[config.mk]
export PLATFORM = sky130hd
export DESIGN_NAME = pipe_operand_sequencer
export DESIGN_NICKNAME = d
export VERILOG_FILES = /design/src/rtl/pipe_operand_sequencer.sv
export SDC_FILE = /design/constraint.sdc
export NUM_CORES = 1
export LEC_CHECK = 0
export BUFFER_PORTS_ARGS = -buffer_cell sky130_fd_sc_hd__buf_2
export CORE_ASPECT_RATIO = 1.5
export CORE_UTILIZATION = 30
export DETAILED_ROUTE_END_ITERATION = 10
export GPL_TIMING_DRIVEN = 0
export PLACE_DENSITY = 0.56
export SYNTH_ARGS = -nofsm -noshare
export SYNTH_HDL_FRONTEND = slang
export SYNTH_SLANG_ARGS = --single-unit
[constraint.sdc]
create_clock -name clk -period 3.9 [get_ports clk]
set_input_delay 0.78 -clock clk [delete_from_list [all_inputs] [get_ports clk]]
set_output_delay 0.78 -clock clk [all_outputs]
set_load 0.03 [all_outputs]
[src/rtl/pipe_operand_sequencer.sv]
// Operand FIFO, credit-gated issue into a fixed-latency pipeline, and an in-order result FIFO.
// A result slot is reserved at issue time because the pipeline cannot be stalled.
module pipe_operand_sequencer #(
  parameter int W     = 10,
  parameter int DEPTH = 8,
  parameter int LAT   = 3
) (
  input  logic         clk,
  input  logic         rst,
  input  logic         wr_valid,
  output logic         wr_ready,
  input  logic [W-1:0] wr_a,
  input  logic [W-1:0] wr_b,
  input  logic [W-1:0] wr_c,
  input  logic [W-1:0] wr_d,
  output logic         op_valid,
  output logic [W-1:0] op_a,
  output logic [W-1:0] op_b,
  output logic [W-1:0] op_c,
  output logic [W-1:0] op_d,
  input  logic [W-1:0] pipe_f,
  output logic         rd_valid,
  input  logic         rd_ready,
  output logic [W-1:0] rd_data,
  output logic         busy
);

  localparam int AW = $clog2(DEPTH);
  localparam int CW = AW + 1;
  localparam logic [CW-1:0] DEPTH_CNT = CW'(DEPTH);

  typedef struct packed {
    logic [W-1:0] a;
    logic [W-1:0] b;
    logic [W-1:0] c;
    logic [W-1:0] d;
  } tuple_t;

  tuple_t        op_mem [DEPTH];
  logic [W-1:0]  res_mem [DEPTH];

  logic [AW-1:0] op_wptr, op_rptr, res_wptr, res_rptr;
  logic [CW-1:0] op_count, res_count, inflight;
  logic [CW:0]   credit_used;
  logic [LAT-1:0] vld_sr, vld_sr_next;
  logic          push_op, issue, capture, pop_res;

  assign wr_ready    = (op_count < DEPTH_CNT);
  assign push_op     = wr_valid && wr_ready;
  // Registered counts only: a result popped this cycle frees its credit next cycle.
  assign credit_used = {1'b0, res_count} + {1'b0, inflight};
  assign issue       = (op_count != '0) && (credit_used < {1'b0, DEPTH_CNT});
  assign capture     = vld_sr[LAT-1];
  assign rd_valid    = (res_count != '0);
  assign pop_res     = rd_valid && rd_ready;
  assign rd_data     = rd_valid ? res_mem[res_rptr] : '0;
  assign busy        = (op_count != '0) || (inflight != '0) || (res_count != '0);

  if (LAT > 1) begin : g_sr_multi
    assign vld_sr_next = {vld_sr[LAT-2:0], op_valid};
  end else begin : g_sr_single
    assign vld_sr_next = op_valid;
  end

  // NOTE: the storage arrays have no reset; the counts alone decide which entries are valid.
  always_ff @(posedge clk) begin
    if (push_op) op_mem[op_wptr]   <= '{a: wr_a, b: wr_b, c: wr_c, d: wr_d};
    if (capture) res_mem[res_wptr] <= pipe_f;
  end

  always_ff @(posedge clk or posedge rst) begin
    if (rst) begin
      op_wptr   <= '0;
      op_rptr   <= '0;
      op_count  <= '0;
      op_valid  <= 1'b0;
      op_a      <= '0;
      op_b      <= '0;
      op_c      <= '0;
      op_d      <= '0;
      vld_sr    <= '0;
      inflight  <= '0;
      res_wptr  <= '0;
      res_rptr  <= '0;
      res_count <= '0;
    end else begin
      if (push_op) op_wptr <= op_wptr + 1'b1;
      if (issue) begin
        op_rptr <= op_rptr + 1'b1;
        op_a    <= op_mem[op_rptr].a;
        op_b    <= op_mem[op_rptr].b;
        op_c    <= op_mem[op_rptr].c;
        op_d    <= op_mem[op_rptr].d;
      end
      op_valid <= issue;
      op_count <= op_count + CW'(push_op) - CW'(issue);

      vld_sr   <= vld_sr_next;
      inflight <= inflight + CW'(issue) - CW'(capture);

      if (capture) res_wptr <= res_wptr + 1'b1;
      if (pop_res) res_rptr <= res_rptr + 1'b1;
      res_count <= res_count + CW'(capture) - CW'(pop_res);
    end
  end

endmodule
[Word-level counts from Yosys, hierarchy flattened]
Memories as Yosys holds them, arrays and structs flattened. A register that Yosys moved wholly into a read port is not among the register bits.
Cells that the tools add are included.
Widths: inputs -> output; s select.
Storage, ports and cells
  flip-flop bits (word level): 28
  memory bits (writable): 400
  input bits: 54
  output and inout port bits: 54
  logic and storage cells: 37
  memories: 2
Memories
  op_mem: depth 8, bits a word 40, rd ports 1, clocked after memory_dff 1, wr ports 1, RTL line 39  | tuple_t op_mem [DEPTH];
  res_mem: depth 8, bits a word 10, rd ports 1, clocked after memory_dff 0, wr ports 1, RTL line 40  | logic [W-1:0] res_mem [DEPTH];
Cells by class
  add/sub/neg operators: 11
  magnitude comparators: 2
  multiplexer cells: 5
  reduce and logical (&&, ||, !) cells: 8
Operators with widths (number)
  $add 3x1->3 const B: 4
  $add 4x1->4: 3
  $reduce_bool 4->1: 3
  $sub 4x1->4: 3
  $mux 10: 1
  $add 4x4->5: 1
  $lt 5x4->1 const B: 1
  $lt 4x4->1 const B: 1
  $mux 1: 4
  $logic_and 1x1->1: 3
  $logic_or 1x1->1: 2

[Logic depth before layout (Yosys ltp)]
Gate-level depths: netlist (run 1).
  depth after elaboration: 5
  mapped depth: 12

[Worst setup path after synthesis (run 1)]
Ideal clock, no wire load.
  path type: input-to-reg
  start: input wr_valid
  end: memory op_mem[0][0] (netlist bit), enable pin
  library setup time: 0.487 ns
  arrival time: 4.007 ns
  setup slack: -0.594 ns
  stages on the path: 3
  path buffers: 0
  cells stage by stage: nor2b_1 nand2b_1 nor3_1
Between the ends
  longest elaborated chain between the ends: 3
Ends and longest elaborated chain
  start: declaration: RTL line 10  | input logic wr_valid,
  $logic_and 1x1->1: RTL line 49  | assign push_op = wr_valid && wr_ready;
  $mux 1: RTL line 67  | if (push_op) op_mem[op_wptr] <= '{a: wr_a, b: wr_b, c: wr_c, d: wr_d};
  $mux 1 (not written as such): RTL line 67
  end: declaration: RTL line 39
Every way passes these cells.

[Worst setup path in the final report (run 1)]
  start: register res_count[1]
  end: register inflight[2]
Between the ends
  longest elaborated chain between the ends: 5
Ends and longest elaborated chain
  start: declaration: RTL line 43  | logic [CW-1:0] op_count, res_count, inflight;
  start signal: assignment: RTL line 103  | res_count <= res_count + CW'(capture) - CW'(pop_res);
  $add 4x4->5: RTL line 51  | assign credit_used = {1'b0, res_count} + {1'b0, inflight};
  $lt 5x4->1: RTL line 52  | assign issue = (op_count != '0) && (credit_used < {1'b0, DEPTH_CNT});
  $logic_and 1x1->1: RTL line 52
  net issue: RTL line 46  | logic push_op, issue, capture, pop_res;
  $add 4x1->4: RTL line 99  | inflight <= inflight + CW'(issue) - CW'(capture);
  $sub 4x1->4: RTL line 99
  end signal: assignment: RTL line 99
  end: declaration: RTL line 43
The timed path passes the listed nets, and every way through them passes these cells.
A chain may end at the register's enable or synchronous reset.

==> impl_metrics.csv, run 1 <==
group,metric,value,unit
sta,relSlewSlack,29.4,%
sta,max_freq,306,MHz
cts,cts_setup_buffers,0,
synthesis,synth_area,0.0185,mm²
run,cap_viol_max_count,0,
setup_path,critPathMaxStageDelay,0.74,ns
global_route,grt_pass1_wl,57100,µm
synthesis,synth_warnings,0,
global_route,grt_max_degree,52,
setup_path,crit_type,"reg -> reg",
floorplanning,rows,111,
routing,drtIter0Drc,321,
sta,fin_crit,3.27,ns
floorplanning,pin_count,108,
setup_path,crit_required,4.37,ns
routing,via_per_inst,4.53,
place,placed_cell_area,0.0206,mm²
setup_path,endpoint_kind,"flip-flop",
setup_path,crit_top_cell,"ha_1",
cells_and_area,nets,1068,
global_route,grt_antenna_before_repair,4,
routing,route.detailed.wl_per_inst,21.0,µm
place,dpl.hpwl,24900,µm
worst_hold_path,min_path_type,"in -> async",
setup_path,path_max_fanout,11,
place,place_ws,0.542,ns
synthesis,syn_nets,894,
sta,finalHoldViolCount,0,
floorplanning,initial_core_util,30.3,%
cells_and_area,drive_above_1_share,32.6,%
cts,path_clk_slew,0.06,ns
floorplanning,die_w,205,µm
power,power_density,773,mW/mm²
synthesis,synth_cell_types,33,
cts,cts_tree,"done",
synthesis,synth_edf_count,400,
setup_path,r2r_slack,0.63,ns
synthesis,async_reset_ff_share,14.5,%
cts,cts.repair.resized,0,
routing,drc,0,
cts,cts_made_buffers,46,
synthesis,syn_avg_cell_area,22.7,µm²
power,vdd_drop_max,0.317,mV
sta,rsz0062_at_grt,"no",
sta,final.setup.worst_slack,0.633,ns
run_status,status,"finished clean",
synthesis,yosysSeqAreaShare,74.2,%
cts,clock_path_buffers,3,
floorplanning,die_area,0.0626,mm²
floorplanning,coreArea,0.0610,mm²
routing,final_antenna_net_count,0,
cts,cts_root_buffer,"clkbuf_16",
setup_path,crit_chain,"ha_1 > a31o_2 > a211oi_4 > buf_6 > inv_1 > ha_1 > inv_1 > ha_1 > fa_1 > xor2_1",
synthesis,ys_ff_latch,468,
cts,clk_latency,0.59,ns
setup_path,cp_slowest_cell,"a211oi_4",
place,dp_cells,1732,
cts,htreeDepth,2,
global_route,grtUsageTotal,12.5,%
floorplanning,fp.dieH,306,µm
sta,setup_viol,0,
cts,postCtsHoldBufs,0,
place,place.gp.congestion,0.674,
routing,vias,8248,
sta,skew,0.0227,ns
sta,slew_viol_final,0,
setup_path,startpoint_type,"flip-flop",
cells_and_area,syn2layout_area_growth,19.5,%
cells_and_area,layoutNonFillerInstCount,1820,
synthesis,ys.flop_type,"edfxtp_1",
sta,period_share,83.8,%
sta,worst_pin_slew,1.06,ns
place,port_buffers,107,
cts,cts_sinks,468,
global_route,grt_overflow,0,
cells_and_area,design_area,0.0221,mm²
routing,wirelength,38200,µm
global_route,grt_pass1_vias,9106,
synthesis,synthCells,815,
power,p_total,17.1,mW
power,p_leak,7.78,nW
routing,drt_first_pass_iters,4,
setup_path,worst_ep_arrival_time,3.73,ns
-- worst paths after layout --
check	start	to	depth (start not counted)
setup / recovery	res_count[1]	inflight[2]	10
hold / removal	rst	op_b[9]	2
setup reg to reg	res_count[1]	inflight[2]	10
hold reg to reg	vld_sr[0]	vld_sr[1]	0
max in group asynchronous	rst	op_d[6]	3
min in group clk	vld_sr[0]	vld_sr[1]	0
-- critical path: cells and delay by family, from the launching register on --
kind,cells,cell delay (ns)
adder cells (fa/ha/maj),4,1.15
AO/OA/AOI/OAI,2,1.00
flip-flops,1,0.44
buffers and inverters,3,0.40
XOR/XNOR,1,0.15
-- area by class of cell --
cell class / instances / area [µm²]
clock inverter: 18 / 199
inverter: 25 / 96.3
multi-input combinational: 289 / 4490
antenna: 2 / 5.00
tap: 791 / 990
fill: 5607 / 38900
sequential: 468 / 13700
clock buffer: 68 / 1330
buffer: 33 / 250
timing repair buffer: 126 / 1010
-- report_power, final --
group,leakage (nW),switching [mW],internal [mW],total (mW)
clock network,0.737,1.92,2.51,4.44
logic,2.63,3.16,2.87,6.03
registers,4.42,0.339,6.27,6.61
total,7.78,5.42,11.7,17.1
-- state kept, by name (all words and copies together), names as in the netlist --
signal,flops
inflight,4
op_valid,1
op_b,10
op_rptr,3
op_a,10
res_mem,80
op_d,10
op_wptr,3
res_count,4
op_count,4
res_wptr,3
op_mem,320
vld_sr,3
op_c,10
res_rptr,3
-- metal layers --
layer / GRT usage, % / vias to the layer above / wire (µm)
li1: - / 3723 / -
met1: 14.1 / 4320 / 15200
met2: 22.8 / 131 / 20300
met3: 2.87 / 68 / 1780
met4: 4.04 / 6 / 935
met5: 0 / - / 44
-- cells in the mapped netlist, drive strengths merged (7+ instances only) --
cell type  number  area [µm²]
mux4          100        2530
mux2i          10         100
edfxtp        400       12000
inv            25        93.8
nand2           7        26.3
mux2           84        1040
buf            20         201
xor2            8        70.1
clkbuf         13        48.8
nor2           23        86.3
ha             22         275
dfrtp          68        1700
-- stage by stage --
step	hold slack (ns)	TNS, ns	util [%]
5_1_grt	0.155	0	36.2
3_3_place_gp	0.338	-622.36	32.8
2_1_floorplan	0.331	0	-
3_5_place_dp	0.336	0	33.7
6_report	0.152	0	36.2
4_1_cts	0.140	0	36.2
-- kinds of logic (layout without fill, tap and decap cells) --
family	Yosys count	after routing	share of synthesized area, %
muxes	194	194	19.8
xor gates and xnor gates	14	14	0.664
DFF	468	468	74.2
other	0	2	0
buffers and inverters	58	270	1.86
and+or+nand+nor	47	47	1.19
AOI/OAI and AO/OA	9	9	0.400
adders and majority gates	25	25	1.82
-- placed cells by master, fill, tap and decap left out, types with 2 or more instances in the layout --
cell type	count
a21o_1	3
a21oi_1	3
buf_12	3
buf_16	14
buf_2	109
buf_6	16
buf_8	2
bufinv_16	2
clkbuf_1	27
clkbuf_16	47
clkbuf_8	7
clkinv_1	6
clkinv_16	2
clkinv_2	4
dfrtp_1	68
diode_2	2
edfxtp_1	400
fa_1	3
ha_1	22
inv_1	24
mux2_2	58
mux2_4	25
mux2i_1	10
mux4_1	73
mux4_2	27
nand2_1	7
nand2b_1	6
nor2_1	17
nor2_4	6
nor3_2	2
nor3_4	2
nor3b_1	2
xnor2_1	6
xor2_1	8
(Power assumes the default switching activity.)
==> run 2, diff against run 1 <==
Settings changed: ABC_AREA from default to 1.
Clock period 3.9 ns to 2.8 ns, I/O delays scaled along.
==> run 2 against run 1 <==
Clock power grew 41%. Synthesized cell count grew 130%. Cell area grew 6.4%. Sequential power grew 38%. Wire length grew 37%. Via count grew 62%. Global-route usage grew 3.0 points. Synthesized area grew 8.3%. Sequential cell count is the same. Clock skew grew 0.0037 ns. Largest power group is now combinational logic.
==> impl_metrics.csv, run 2 <==
group,metric,value,unit
routing,drt_first_pass_iters,5,
global_route,grt_pass1_vias,13597,
synthesis,yosysTopAreaCell,"edfxtp_1",
synthesis,async_reset_ff_share,14.5,%
worst_hold_path,whs_path_depth,1,
routing,via_per_inst,4.47,
setup_path,endpoint_kind,"output pin",
global_route,grt_overflow,0,
synthesis,synth_top_family_by_area,"simple AND/OR/NAND/NOR gates",
cells_and_area,antennaDiodeCount,0,
sta,period_share,95.7,%
synthesis,synth.area.top_cells,"edfxtp_1, nand2_1, dfrtp_1",
floorplanning,die_area,0.0678,mm²
place,dp_cells,2900,
cts,clk_latency,0.60,ns
cells_and_area,layoutNonFillerInstCount,2989,
synthesis,synthMuxAreaShare,0,%
global_route,grt_max_degree,57,
cells_and_area,nets,2153,
floorplanning,rows,115,
synthesis,yosys-top-cells-count,"nand2_1, edfxtp_1, inv_1",
synthesis,ys_ff_latch,468,
sta,slew_viol_final,0,
synthesis,synth_cell_types,24,
sta,finalHoldViolCount,0,
floorplanning,initial_core_util,30.4,%
routing,drc,0,
setup_path,r2r-end,"op_count[2]",
setup_path,crit_required,2.24,ns
synthesis,synthXorXnorAreaFrac,0.481,%
cts,htreeDepth,2,
cts,cts_made_buffers,47,
place,placed_cell_area,0.0219,mm²
place,place.gp.congestion,0.761,
worst_hold_path,min-delay-start,"wr_b[7]",
place,port_buffers,107,
cells_and_area,syn2layout_area_growth,17.4,%
synthesis,synthCells,1907,
place,dpl.hpwl,33900,µm
floorplanning,die_w,213,µm
cells_and_area,drive_above_1_share,12.8,%
synthesis,synth-compound-area-share,0.738,%
synthesis,yosysMostFrequentCell,"nand2_1",
cts,clock_path_buffers,3,
global_route,grt_pass1_wl,77900,µm
synthesis,synth_top_area_share,60.0,%
run,cap_viol_max_count,0,
cells_and_area,top_register,"op_mem",
synthesis,ys.flop_type,"edfxtp_1",
setup_path,ff2ff_path_depth,11,
sta,skew,0.0264,ns
power,vdd_drop_max,0.616,mV
cells_and_area,layout_common_cells,"nand2_1, edfxtp_1, inv_1, nand3_1, buf_2",
cells_and_area,largest_register_ffs,320,
setup_path,r2r_slack,0.19,ns
synthesis,synth_warnings,0,
cts,cts_sinks,468,
power,p_leak,10.3,nW
cts,cts_root_buffer,"clkbuf_16",
synthesis,synth_edf_count,400,
synthesis,synthSimpleGateAreaFrac,19.1,%
sta,max_freq,373,MHz
synthesis,yosysSeqAreaShare,68.5,%
sta,relSlewSlack,26.9,%
global_route,grtUsageTotal,15.4,%
place,place_ws,-0.0349,ns
synthesis,synthAdderAreaFrac,1.68,%
setup_path,worst_ep_arrival_time,2.12,ns
floorplanning,coreArea,0.0658,mm²
worst_hold_path,min_path_type,"in -> reg",
global_route,grt_antenna_before_repair,8,
floorplanning,fp.dieH,318,µm
floorplanning,pin_count,108,
run_status,status,"finished clean",
synthesis,syn_nets,1986,
setup_path,r2r-start,"res_count[3]",
synthesis,syn_avg_cell_area,10.5,µm²
cells_and_area,multi_input_area,0.00448,mm²
synthesis,synth_area,0.0200,mm²
sta,final.setup.worst_slack,0.121,ns
cells_and_area,seq_area,0.0137,mm²
sta,fin_crit,2.68,ns
cells_and_area,mostFrequentLayoutCell,"nand2_1",
cells_and_area,fin_util,35.7,%
sta,tns,0,ns
setup_path,crit_type,"reg -> out",
setup_path,path_max_fanout,10,
power,p_total,25.4,mW
routing,final_antenna_net_count,0,
routing,drtIter0Drc,990,
routing,wirelength,52200,µm
routing,vias,13374,
cts,path_clk_slew,0.06,ns
cells_and_area,design_area,0.0235,mm²
sta,setup_viol,0,
power,power_density,1080,mW/mm²
routing,route.detailed.wl_per_inst,17.5,µm
cells_and_area,reg_top3,"op_mem: 320 flops, res_mem: 80 flops",
sta,worst_pin_slew,1.09,ns
setup_path,startpoint_type,"flip-flop",
cells_and_area,fillers,6540,
cts,cts_tree,"done",
worst_hold_path,hold-path-endpoint,"op_mem[3][27]",
sta,worst_hold_slack,0.235,ns
==> run 2: timing repair <==
action | 4_1_cts | 5_1_grt
pin swaps | 0 | 1
setup buffers | 0 | 1
hold buffers | 1 | 0
endpoints found under the hold margin | 12 | 0
resized for setup | 6 | 32
setup endpoints to repair | 11 | 13
cloned | 0 | 0
==> run 2: cell type report <==
type                    instances  area share, %
clock buffers                  63           5.39
clock inverters                24           1.09
flip-flops and latches        468           58.4
well taps                     877           4.67
multi-input cells             980           19.1
plain buffers                  85           2.25
inverters                     374           6.00
repair buffers                118           3.18
==> run 2: kinds of logic after synthesis <==
kind of cell	count (synthesis)
simple gates	915
xor+xnor	11
flops	468
compound gates	29
buf+inv	459
fa+ha+maj	25
==> run 2: worst max-delay path, cell delays in order, from the launching register on <==
cell and delay (ns):
dfrtp_1 0.36, inv_1 0.06, ha_1 0.20, nand2_1 0.19
clkbuf_4 0.26, nand2_1 0.08, nor2_1 0.17, clkbuf_4 0.22
==> run 2: how the worst max path moves through the flow <==
stage | to | start | slack, ns
final | rd_data[7] | res_count[2] | 0.12
after global routing | rd_data[7] | res_count[2] | -0.0001
after CTS | inflight[2] | res_count[1] | -0.02
after detailed placement | inflight[2] | res_count[3] | -0.03
after global placement | op_mem[2][9] | wr_valid | -2.60
after floorplan | op_mem[0][0] | op_count[3] | -0.39
==> run 2: power by group <==
| part | leakage (nW) | switching (mW) | total (mW) | internal [mW] |
|---|---|---|---|---|
| Sequential | 4.45 | 0.400 | 9.12 | 8.72 |
| Clock | 0.739 | 2.77 | 6.27 | 3.50 |
| Combinational | 5.11 | 6.97 | 10.0 | 3.03 |
==> run 2: per-layer routing <==
layer / up-vias / track usage [%] / wire length (µm)
met5: - / 0 / 68
met1: 6381 / 16.9 / 20100
li1: 6422 / - / -
met4: 10 / 7.47 / 2140
met3: 153 / 3.11 / 3120
met2: 408 / 27.9 / 26800
==> run 3, diff against run 2 <==
Settings changed: ABC_AREA 1 to default.
==> run 3 against run 2 <==
First-iteration DRC count is 64% lower. Clock power is 0.8% higher. Combinational power is 15% lower. Utilization is 0.54 points higher. Clock skew is 0.0067 ns higher. Non-clock buffer count is 39 lower. Hold slack worse by 0.0070 ns. Critical path depth is 2 lower. Cell count is 39% lower. Sequential share of layout area is 3.7 points higher. Critical endpoint is now rd_data[5]. Largest power group is now sequential cells.
==> impl_metrics.csv, run 3 (synthesis results as in run 1) <==
group,metric,value,unit
run_status,status,"finished clean",
setup_path,critPathMaxStageDelay,0.51,ns
sta,skew,0.0332,ns
cells_and_area,multi_input_area,0.00451,mm²
cts,path_clk_slew,0.06,ns
cells_and_area,layout_common_cells,"edfxtp_1, buf_2, mux4_1, dfrtp_1, mux2_2",
setup_path,r2r-start,"res_count[3]",
setup_path,startpoint,"res_rptr[0]",
sta,worst_pin_slew,1.04,ns
routing,route.detailed.wl_per_inst,20.9,µm
cells_and_area,syn2layout_area_growth,19.7,%
sta,slew_viol_final,0,
sta,rsz0062_at_grt,"no",
floorplanning,die_w,205,µm
routing,via_per_inst,4.54,
cells_and_area,top_register,"op_mem",
sta,fin_crit,2.65,ns
floorplanning,coreArea,0.0610,mm²
place,port_buffers,107,
global_route,grt_max_degree,54,
sta,relSlewSlack,30.4,%
sta,final.setup.worst_slack,0.147,ns
cts,cts_root_buffer,"clkbuf_16",
power,swShare,31.6,%
setup_path,endpoint_kind,"output pin",
power,p_clk_share,26.3,%
cts,clk_latency,0.60,ns
cells_and_area,seq_area,0.0137,mm²
cells_and_area,antennaDiodeCount,0,
cts,htreeDepth,2,
power,power_density,1090,mW/mm²
setup_path,cp_slowest_cell,"mux4_2",
place,place_ws,-0.487,ns
cells_and_area,mostFrequentLayoutCell,"edfxtp_1",
global_route,grt_overflow,0,
power,p_sw,7.62,mW
worst_hold_path,min_path_type,"in -> reg",
cells_and_area,drive_above_1_share,34.0,%
power,p_comb_share,35.4,%
routing,final_antenna_net_count,0,
floorplanning,fp.dieH,306,µm
setup_path,crit_chain,"buf_12 > mux4_2 > mux2i_1 > nor2_1 > buf_2",
routing,drc,0,
power,seq_power_share,38.3,%
global_route,grt_pass1_wl,57400,µm
routing,vias,8275,
routing,wirelength,38100,µm
setup_path,r2r_slack,0.19,ns
worst_hold_path,min-delay-start,"wr_b[2]",
cts,cts_tree,"done",
run,cap_viol_max_count,0,
floorplanning,pin_count,108,
sta,max_freq,377,MHz
sta,period_share,94.7,%
cells_and_area,nets,1073,
power,p_leak,7.82,nW
cts,cts_made_buffers,46,
global_route,grtUsageTotal,12.5,%
cells_and_area,largest_register_ffs,320,
sta,setup_viol,0,
power,vdd_drop_max,0.556,mV
global_route,grt_pass1_vias,8915,
setup_path,startpoint_type,"flip-flop",
floorplanning,die_area,0.0626,mm²
cts,cts_sinks,468,
routing,drt_first_pass_iters,5,
setup_path,worst_ep_arrival_time,2.09,ns
setup_path,path_max_fanout,10,
floorplanning,rows,111,
floorplanning,initial_core_util,30.3,%
power,p_int,16.5,mW
global_route,grt_antenna_before_repair,6,
setup_path,crit_required,2.24,ns
cts,clock_path_buffers,3,
cells_and_area,fin_util,36.3,%
place,dpl.hpwl,23900,µm
setup_path,path_buf_inv,2,
setup_path,crit_type,"reg -> out",
setup_path,cp_top_family,"multiplexers",
cells_and_area,fillers,5592,
sta,finalHoldViolCount,0,
routing,drtIter0Drc,356,
cells_and_area,reg_top3,"op_mem: 320 flops, res_mem: 80 flops",
place,place.gp.congestion,0.702,
[run 3: changes by cell type in the layout (fill, tap and decap cells not counted), sizes merged, moves of 27 or more]
cell   delta
mux4    +100
buf      -27
nand3   -294
nor2     -97
mux2     +84
nand2   -489
inv     -349
[run 3: what timing repair did]
| item | in CTS | in global routing |
|---|---|---|
| hold buffers | 1 | 0 |
| setup endpoints to repair | 29 | 67 |
| endpoints found under the hold margin | 15 | 0 |
| gates resized for setup | 10 | 8 |
| setup buffers | 5 | 3 |
| pin swaps | 3 | 4 |
[run 3: through the flow]
step	total power [mW]	area, µm²	hold WS [ns]	TNS [ns]	std cells
after floorplan	15.4	18500	0.331	-117.31	815
after global placement	17.6	20000	0.346	-962.60	1713
after detailed placement	17.9	20400	0.340	-30.74	1728
after CTS	24.4	22100	0.191	0	1819
after global routing	25.4	22100	0.214	0	1822
final	24.1	22100	0.228	0	1822
[run 3: area by class of cell]
type	count	area share, %
flip-flops and latches	468	62.0
multi-input cells	289	20.4
clock buffers	60	5.72
well taps	791	4.48
repair buffers	131	4.29
clock inverters	25	1.32
plain buffers	33	1.32
inverters	25	0.436
[run 3: power groups by stage]
| stage | combinational [mW] | clock [mW] | sequential (mW) |
|---|---|---|---|
| finish | 8.53 | 6.32 | 9.23 |
| global route | 9.28 | 6.74 | 9.36 |
| CTS | 8.69 | 6.52 | 9.24 |
| detailed placement | 8.59 | 0 | 9.36 |
| global placement | 8.26 | 0 | 9.36 |
| floorplan | 5.55 | 0 | 9.85 |
[run 3: worst register-to-register path, stage by stage, from the launching register on]
cell      delay [ns]
dfrtp_1         0.39
ha_1            0.30
or3_4           0.38
a211oi_4        0.26
buf_12          0.15
ha_1            0.21
inv_1           0.05
ha_1            0.15
inv_1           0.06
fa_1            0.41
xnor2_1         0.14
[run 3: path summary, 6_finish.rpt]
| kind | to | cells past startpoint |
|---|---|---|
| min | op_mem[0][22] | 1 |
| min reg2reg | vld_sr[1] | 0 |
| max in group asynchronous | res_count[1] | 4 |
| max reg2reg | op_count[2] | 10 |
| max | rd_data[5] | 5 |
| min in group asynchronous | op_a[4] | 3 |
[run 3: routing by layer]
layer	vias up	share of wire [%]	global-route usage (%)
met5	-	0.18	0
met4	10	2.4	3.87
met3	67	5.0	3.13
met2	147	52	22.3
met1	4329	40	14.5
li1	3722	-	-
